File: src/rtl/scan_seq_det.sv
// -----------------------------------------------------------------------------
// scan_seq_det
//
// Serial sequence detector with a built-in scan chain. A LEN-bit history
// register collects the serial input `a` whenever `c` is high. When the history
// holds LEN valid bits equal to PATTERN, a one-cycle registered pulse appears
// on `n` and the saturating counter `cnt` increments. In scan mode (m=1) the
// whole state {fill, cnt, hist} is one shift register, fed from `sdi` and
// observed on `sdo`.
//
// All state updates on the FALLING edge of n_clk.
//
// Parameters
//   LEN      pattern length in bits (2..8)
//   PATTERN  target sequence, PATTERN[LEN-1] is the oldest bit
//   OVERLAP  1 = overlapping detection, 0 = restart after each hit
//   CW       detection counter width (1..16)
//
// Ports
//   n_clk  in   clock, falling-edge active
//   rst    in   synchronous active-high reset (beats m and c)
//   a      in   serial data bit under test
//   c      in   sample enable for a
//   m      in   scan mode: 1 = shift scan chain, 0 = functional
//   sdi    in   scan data in (enters at the LSB of hist)
//   sdo    out  scan data out, MSB of {fill, cnt, hist}, combinational
//   n      out  registered detect pulse
//   cnt    out  saturating detection count
//   fill   out  number of valid history bits
// -----------------------------------------------------------------------------
module scan_seq_det #(
    parameter int               LEN     = 4,
    parameter logic [LEN-1:0]   PATTERN = LEN'(4'b1011),
    parameter bit               OVERLAP = 1'b1,
    parameter int               CW      = 4,
    localparam int              F       = $clog2(LEN + 1)
) (
    input  logic          n_clk,
    input  logic          rst,
    input  logic          a,
    input  logic          c,
    input  logic          m,
    input  logic          sdi,
    output logic          sdo,
    output logic          n,
    output logic [CW-1:0] cnt,
    output logic [F-1:0]  fill
);

    localparam int             W       = F + CW + LEN;
    localparam logic [F-1:0]   LEN_F   = F'(LEN);
    localparam logic [CW-1:0]  CNT_MAX = {CW{1'b1}};

    // State registers
    logic [LEN-1:0] r_hist;
    logic [F-1:0]   r_fill;
    logic [CW-1:0]  r_cnt;
    logic           r_n;

    // Next-state and helper signals
    logic [W-1:0]   w_sv;
    logic [W-1:0]   w_sv_shift;
    logic [LEN-1:0] w_hist_shift;
    logic [F-1:0]   w_fill_eff;
    logic [F-1:0]   w_fill_inc;
    logic           w_det;
    logic [LEN-1:0] w_hist_nx;
    logic [F-1:0]   w_fill_nx;
    logic [CW-1:0]  w_cnt_nx;
    logic           w_n_nx;

    // Scan vector: fill is the head of the chain, hist is the tail.
    assign w_sv       = {r_fill, r_cnt, r_hist};
    assign w_sv_shift = {w_sv[W-2:0], sdi};

    // A scan-loaded fill above LEN is treated as a full history.
    assign w_fill_eff   = (r_fill > LEN_F) ? LEN_F : r_fill;
    assign w_fill_inc   = (w_fill_eff == LEN_F) ? LEN_F : (w_fill_eff + F'(1));
    assign w_hist_shift = {r_hist[LEN-2:0], a};

    // Detection looks at the post-shift history so the pulse is registered
    // one cycle after the edge that samples the final pattern bit.
    assign w_det = !m && c && (w_fill_inc == LEN_F) && (w_hist_shift == PATTERN);

    always_comb begin
        w_hist_nx = r_hist;
        w_fill_nx = r_fill;
        w_cnt_nx  = r_cnt;
        w_n_nx    = 1'b0;

        if (m) begin
            {w_fill_nx, w_cnt_nx, w_hist_nx} = w_sv_shift;
        end else if (c) begin
            w_hist_nx = w_hist_shift;
            w_fill_nx = w_fill_inc;
            if (w_det) begin
                w_n_nx = 1'b1;
                if (r_cnt != CNT_MAX) begin
                    w_cnt_nx = r_cnt + CW'(1);
                end
                // Non-overlapping: the matched bits may not seed the next hit.
                if (!OVERLAP) begin
                    w_fill_nx = '0;
                end
            end
        end
    end

    always_ff @(negedge n_clk) begin
        if (rst) begin
            r_hist <= '0;
            r_fill <= '0;
            r_cnt  <= '0;
            r_n    <= 1'b0;
        end else begin
            r_hist <= w_hist_nx;
            r_fill <= w_fill_nx;
            r_cnt  <= w_cnt_nx;
            r_n    <= w_n_nx;
        end
    end

    assign sdo  = w_sv[W-1];
    assign n    = r_n;
    assign cnt  = r_cnt;
    assign fill = r_fill;

endmodule

File: config.mk
export PLATFORM = sky130hd
export DESIGN_NAME = scan_seq_det
export DESIGN_NICKNAME = d
export VERILOG_FILES = /design/src/rtl/scan_seq_det.sv
export SDC_FILE = /design/constraint.sdc
export NUM_CORES = 1
export LEC_CHECK = 0
export ABC_CLOCK_PERIOD_IN_PS = 2950
export BUFFER_PORTS_ARGS = -buffer_cell sky130_fd_sc_hd__buf_2
export CORE_MARGIN = 2
export CORE_UTILIZATION = 50
export CTS_CLUSTER_SIZE = 16
export DETAILED_ROUTE_END_ITERATION = 16
export PLACE_DENSITY = 0.75
export SYNTH_ARGS = -nofsm -noshare
export SYNTH_HDL_FRONTEND = slang
export SYNTH_SLANG_ARGS = --single-unit
File: constraint.sdc
create_clock -name n_clk -period 2.95 [get_ports n_clk]
set_clock_uncertainty 0.2 [all_clocks]
set_input_delay 0.4425 -clock n_clk [delete_from_list [all_inputs] [get_ports n_clk]]
set_output_delay 0.4425 -clock n_clk [all_outputs]
set_load 0.02 [all_outputs]
==> flow_summary.toml, run 1 <==
[status]
outcome = "finished with violations"
violations = "negative setup slack"

[route]
vias = 733
drt-total-wl_mm = 1.60
antenna_left = 0
dr.pass1.iters = 4
wl_per_cell_um = 12.4
drtIter0Drc = 22
drc = 0
vias_per_cell = 5.68

[cells_and_area]
drive_above_1_share_pct = 33.3
syn_to_final_growth_pct = 43.1
nNetsFinal = 124
fin_cells = 129
fill_cells = 89
n_antenna_cell = 0

[synthesis]
synth_cell_type_count = 28
synthCells = 81
yosys-top-cells-area = "dfxtp_1 (36%), a21oi_1 (6.8%), ha_1 (5.6%)"
synth_seq_cells = 12
synth_edf_count = 0
yosys.area.top_type = "dfxtp_1"
synth.most_common_cell = "dfxtp_1"
synth_area_sq_um = 664
synth_flop_cell = "dfxtp_1"
synth_nets = 90
synth.top_cell.area_share_pct = 36.2
ys_warn_count = 0
ys_seq_area_share_pct = 36.2
netlist_top_cells_count = "dfxtp_1 (12), a21oi_1 (9), nor2_1 (9), nand2_1 (7), inv_1 (5)"
async_flop_share_pct = 0
synth_area_per_cell_sq_um = 8.20

[global_route]
use_met2_pct = 36.1
grt.met3_usage_pct = 8.89
grt_max_degree = 18
met1_usage_pct = 24.2
grt_pass1_wl_mm = 2.45
overflow = 0
grt_pass1_vias = 633
grt_antenna_before_repair = 0
grt_busiest_layer = "met2"
grt_usage_pct = 22.3

[floorplanning]
start_util_pct = 52.4
chipHeight_um = 40.5
die_width_um = 40.5
ios = 15
core_area_sq_um = 1270
die_area_sq_um = 1640
num_rows = 13

[worst_setup_path]
critPathCaptureType = "flip-flop"
critical_path.startpoint_type = "input pin"
cp_max_fo = 2
cp_data_arrival_time_ns = 1.66
startpoint = "a"
required_ns = 1.52
r2r-start = "fill[2]"
r2r_cells = 8
crit_type = "input pin to flip-flop"

[pwr]
power.leakage_nw = 0.437
power.density_nw_per_um2 = 442
ir_drop_uv = 272
p_total_mw = 0.420

[timing]
fin_tns_setup_ns = -0.265
setup_viol = 2
relSlewSlack_pct = 76.8
max_slew.worst_pin.slew_ns = 0.340
rsz0062_at_grt = "true"
hold_viol = 0
fin_worst_hold_slack_ns = 0.258
report.final.slew_viol_count = 0
setup_ws_ns = -0.141

[clock_tree]
cts_tree = "done"
cts_buffers = 3
cts.path.max_buffers = 2
hold_buffers = 0
clk_pin_slew_ns = 0.04
clock_sinks = 12
root_buffer = "clkbuf_4"
clk_latency_ns = 0.34
cts_max_level = 1

[placed_design]
gp_congestion = 0.767
io_buffers = 14
place_inst = 112
place_hpwl_mm = 1.10

[worst_hold_path]
min_from = "r_hist[3]"
min_path_type = "flip-flop to flip-flop"
whs_path_depth = 2

[flow_run]
drv_cap = 0
[sequential cells by signal (all words and copies together), names as in the netlist]
signal / flops
fill: 3
cnt: 4
n: 1
r_hist: 4
[critical path, cell delays in order]
cell and delay [ns]:
buf_8 0.08, nand2_4 0.04, or4_4 0.41, or4_1 0.47, a311oi_1 0.22
[logic make-up (layout without fill, tap and decap cells)]
family          Yosys count  in the layout  share of synthesized area, %
mux                       4              4                          6.21
flops                    12             12                          36.2
buf+inv                  10             43                          6.21
simple gates             31             31                          24.3
compound gates           21             21                          21.5
fa+ha+maj                 3              3                          5.65
[final cells by class]
type,instances,area (sq um),share of cell area [%]
clock buffers,3,22.5,2.37
inverters,4,15.0,1.58
repair buffers,23,194,20.4
clock inverters,13,50.0,5.26
flip-flops and latches,12,260,27.4
well taps,15,18.8,1.97
multi-input cells,59,390,41.1
[timing repair]
item	4_1_cts	5_1_grt
buffers inserted	0	2
pin swaps	2	2
gates resized for setup	16	12
setup endpoints to repair	9	11
[worst paths after layout]
check,to,slack (ns)
min reg2reg,r_hist[3],0.26
max reg2reg,cnt[3],0.41
min,r_hist[3],0.26
max,cnt[3],-0.14
[routing by layer]
layer / wire length [um] / share of wire [%] / vias to the layer above
li1: - / - / 372
met1: 693 / 43 / 334
met2: 803 / 50 / 23
met3: 81 / 5.1 / 4
met4: 21 / 1.3 / 0
met5: 0 / 0 / -
[placed cells by master, fill, tap and decap left out]
cell type and n:
buf_6 7, a311oi_1 3, ha_1 3, and2b_1 1
o41ai_1 1, o21ai_0 3, buf_8 1, or4_4 1
a21oi_1 9, nor3b_1 1, dfxtp_1 6, mux2i_1 3
or4_1 1, nand2_4 1, nand2_1 6, a31o_2 1
o2111a_1 1, buf_4 10, buf_2 5, nand4_1 2
nand2b_1 2, nand3_1 2, inv_1 15, nor2_1 9
nor4_1 3, clkbuf_4 3, clkinvlp_2 1, a311o_1 1
o2111ai_1 1, a2111oi_0 1, and3_1 1, mux2_2 1
inv_2 1, dfxtp_2 1, dfxtp_4 5, nand3b_1 1
[where the power goes]
| group | internal [mW] | switching [mW] | leakage, nW |
|---|---|---|---|
| Combinational | 0.0343 | 0.0364 | 0.257 |
| Sequential | 0.169 | 0.00825 | 0.102 |
| Clock | 0.0707 | 0.101 | 0.0778 |
| Total | 0.274 | 0.146 | 0.437 |
[through the flow]
stage	util, %	setup WS, ns	instance area (sq um)
detailed placement	62.3	-0.567	791
CTS	71.1	-0.185	902
global route	75.0	-0.189	951
finish	75.0	-0.141	951
floorplan	-	-0.388	674
global placement	62.3	-0.520	791
Note: power is estimated with default switching activity, not from simulation.
==> inputs of run 2 (changes only) <==
- SETUP_SLACK_MARGIN: unset -> 0.4
==> flow_summary.toml, run 2 (same netlist as run 1, synthesis figures left out) <==
[status]
outcome = "finished with violations"
violations = "negative setup slack"

[worst_setup_path]
required_ns = 1.54
cp_data_arrival_time_ns = 1.77
path_depth = 5
critPathCaptureType = "flip-flop"
cp_slowest_cell = "or4_1"
critical_path.startpoint_type = "input pin"
r2r_cells = 8
crit_type = "input pin to flip-flop"
cp_max_fo = 2
crit_chain = "buf_8, nand2_4, or4_4, or4_1, a311oi_1"
critPathTopFamily = "simple AND/OR/NAND/NOR gates"
slowest_delay_ns = 0.50
cp.buffers_inverters = 1

[cells_and_area]
syn_to_final_growth_pct = 74.8
fin_cells = 138
nNetsFinal = 133
multi_input_area_sq_um = 495
fill_cells = 45
layout_common_cells = "inv_1 (15), buf_4 (15), buf_6 (11)"
n_antenna_cell = 0
seqCellArea_sq_um = 260
finish.instance_area_sq_um = 1160
drive_above_1_share_pct = 51.2

[pwr]
p_total_mw = 0.481
power.density_nw_per_um2 = 415
pwr-share-clk_pct = 41.6
ir_drop_uv = 443
p_switching_mw = 0.192
power.leakage_nw = 0.510
seqPwrFrac_pct = 36.6
intPower_mw = 0.290
power_frac_comb_pct = 21.8
switching_share_pct = 39.8

[floorplanning]
die_area_sq_um = 1640
core_area_sq_um = 1270
num_rows = 13
die_width_um = 40.5
chipHeight_um = 40.5
ios = 15
start_util_pct = 52.4

[clock_tree]
cts.path.max_buffers = 2
clk_pin_slew_ns = 0.07
clock_sinks = 12
clk_latency_ns = 0.37
cts_max_level = 1
cts_buffers = 3
hold_buffers = 0
cts_tree = "done"
root_buffer = "clkbuf_4"

[placed_design]
pre_cts_ws_ns = -0.537
io_buffers = 14
postPlaceCellArea_sq_um = 837
place_hpwl_mm = 1.09
gp_congestion = 0.773
place_inst = 113

[route]
antenna_left = 0
vias = 852
drc = 0
drt-total-wl_mm = 2.70
drtIter0Drc = 68
dr.pass1.iters = 4
wl_per_cell_um = 19.6
vias_per_cell = 6.17

[global_route]
overflow = 0
grt_pass1_vias = 697
grt_max_degree = 18
grt_pass1_wl_mm = 2.82
grt_antenna_before_repair = 0
grt_usage_pct = 26.5

[timing]
hold_viol = 0
setup_viol = 3
report.final.slew_viol_count = 0
max_slew.worst_pin.slew_ns = 0.461
fin_worst_hold_slack_ns = 0.283
setup_ws_ns = -0.232
relSlewSlack_pct = 68.4
rsz0062_at_grt = "true"

[worst_hold_path]
min_path_type = "flip-flop to flip-flop"
whs_path_depth = 2

[flow_run]
drv_cap = 0
==> run 2: cell types whose count changed in the layout (fill, tap and decap cells not counted), moves of 3 or more <==
| cell | change |
|---|---|
| dfxtp_2 | +3 |
| buf_6 | +4 |
| buf_4 | +5 |
| a21oi_2 | +3 |
| a21oi_1 | -3 |
| nor4_1 | -3 |
==> run 2: routing by layer <==
layer  vias to the layer above  GRT usage (%)  wire length (um)
li1                        385              -                 -
met1                       391           27.1              1070
met2                        63           46.0              1300
met3                        13           9.44               260
met4                         0           15.0                71
met5                         -              0                 0
==> run 2: worst register-to-register path, delay by kind of cell, from the launching register on <==
family / cells / cell delay [ns]
AND/OR/NAND/NOR: 3 / 1.27
flip-flops: 1 / 0.35
buffers and inverters: 2 / 0.23
multiplexers: 1 / 0.17
adder cells (fa/ha/maj): 1 / 0.16
AO/OA/AOI/OAI: 1 / 0.29
==> run 2: through the flow <==
step	util (%)	TNS, ns
global route	91.5	-0.337
CTS	84.7	-0.275
global placement	66.0	-1.47
finish	91.5	-0.265
detailed placement	66.0	-1.40
floorplan	-	-1.10
==> run 2: worst paths after layout <==
path               endpoint      start  slack, ns
setup reg to reg     cnt[3]    fill[2]       0.20
hold / removal    r_hist[3]  r_hist[3]       0.28
hold reg to reg   r_hist[3]  r_hist[3]       0.28
setup / recovery     cnt[3]          a      -0.23
==> run 2: repair_timing <==
action / CTS / global route
setup endpoints to repair: 20 / 21
cloned: 0 / 0
gates resized for setup: 34 / 15
buffers inserted: 6 / 4
pin swaps: 6 / 3
==> run 2: final cells by class <==
class / count / area share, %
timing repair buffer: 32 / 25.5
tap: 15 / 1.62
multi-input combinational: 59 / 42.7
sequential: 12 / 22.4
clock buffer: 3 / 1.94
inverter: 4 / 1.51
clock inverter: 13 / 4.31
==> run 2: power groups by stage <==
| stage | clock network (mW) | logic, mW | registers (mW) |
|---|---|---|---|
| 2_1_floorplan | 0.0271 | 0.0442 | 0.188 |
| 4_1_cts | 0.184 | 0.0855 | 0.177 |
| 3_5_place_dp | 0.0271 | 0.0628 | 0.182 |
| 6_report | 0.200 | 0.105 | 0.176 |
| 5_1_grt | 0.206 | 0.111 | 0.176 |
| 3_3_place_gp | 0.0271 | 0.0617 | 0.182 |
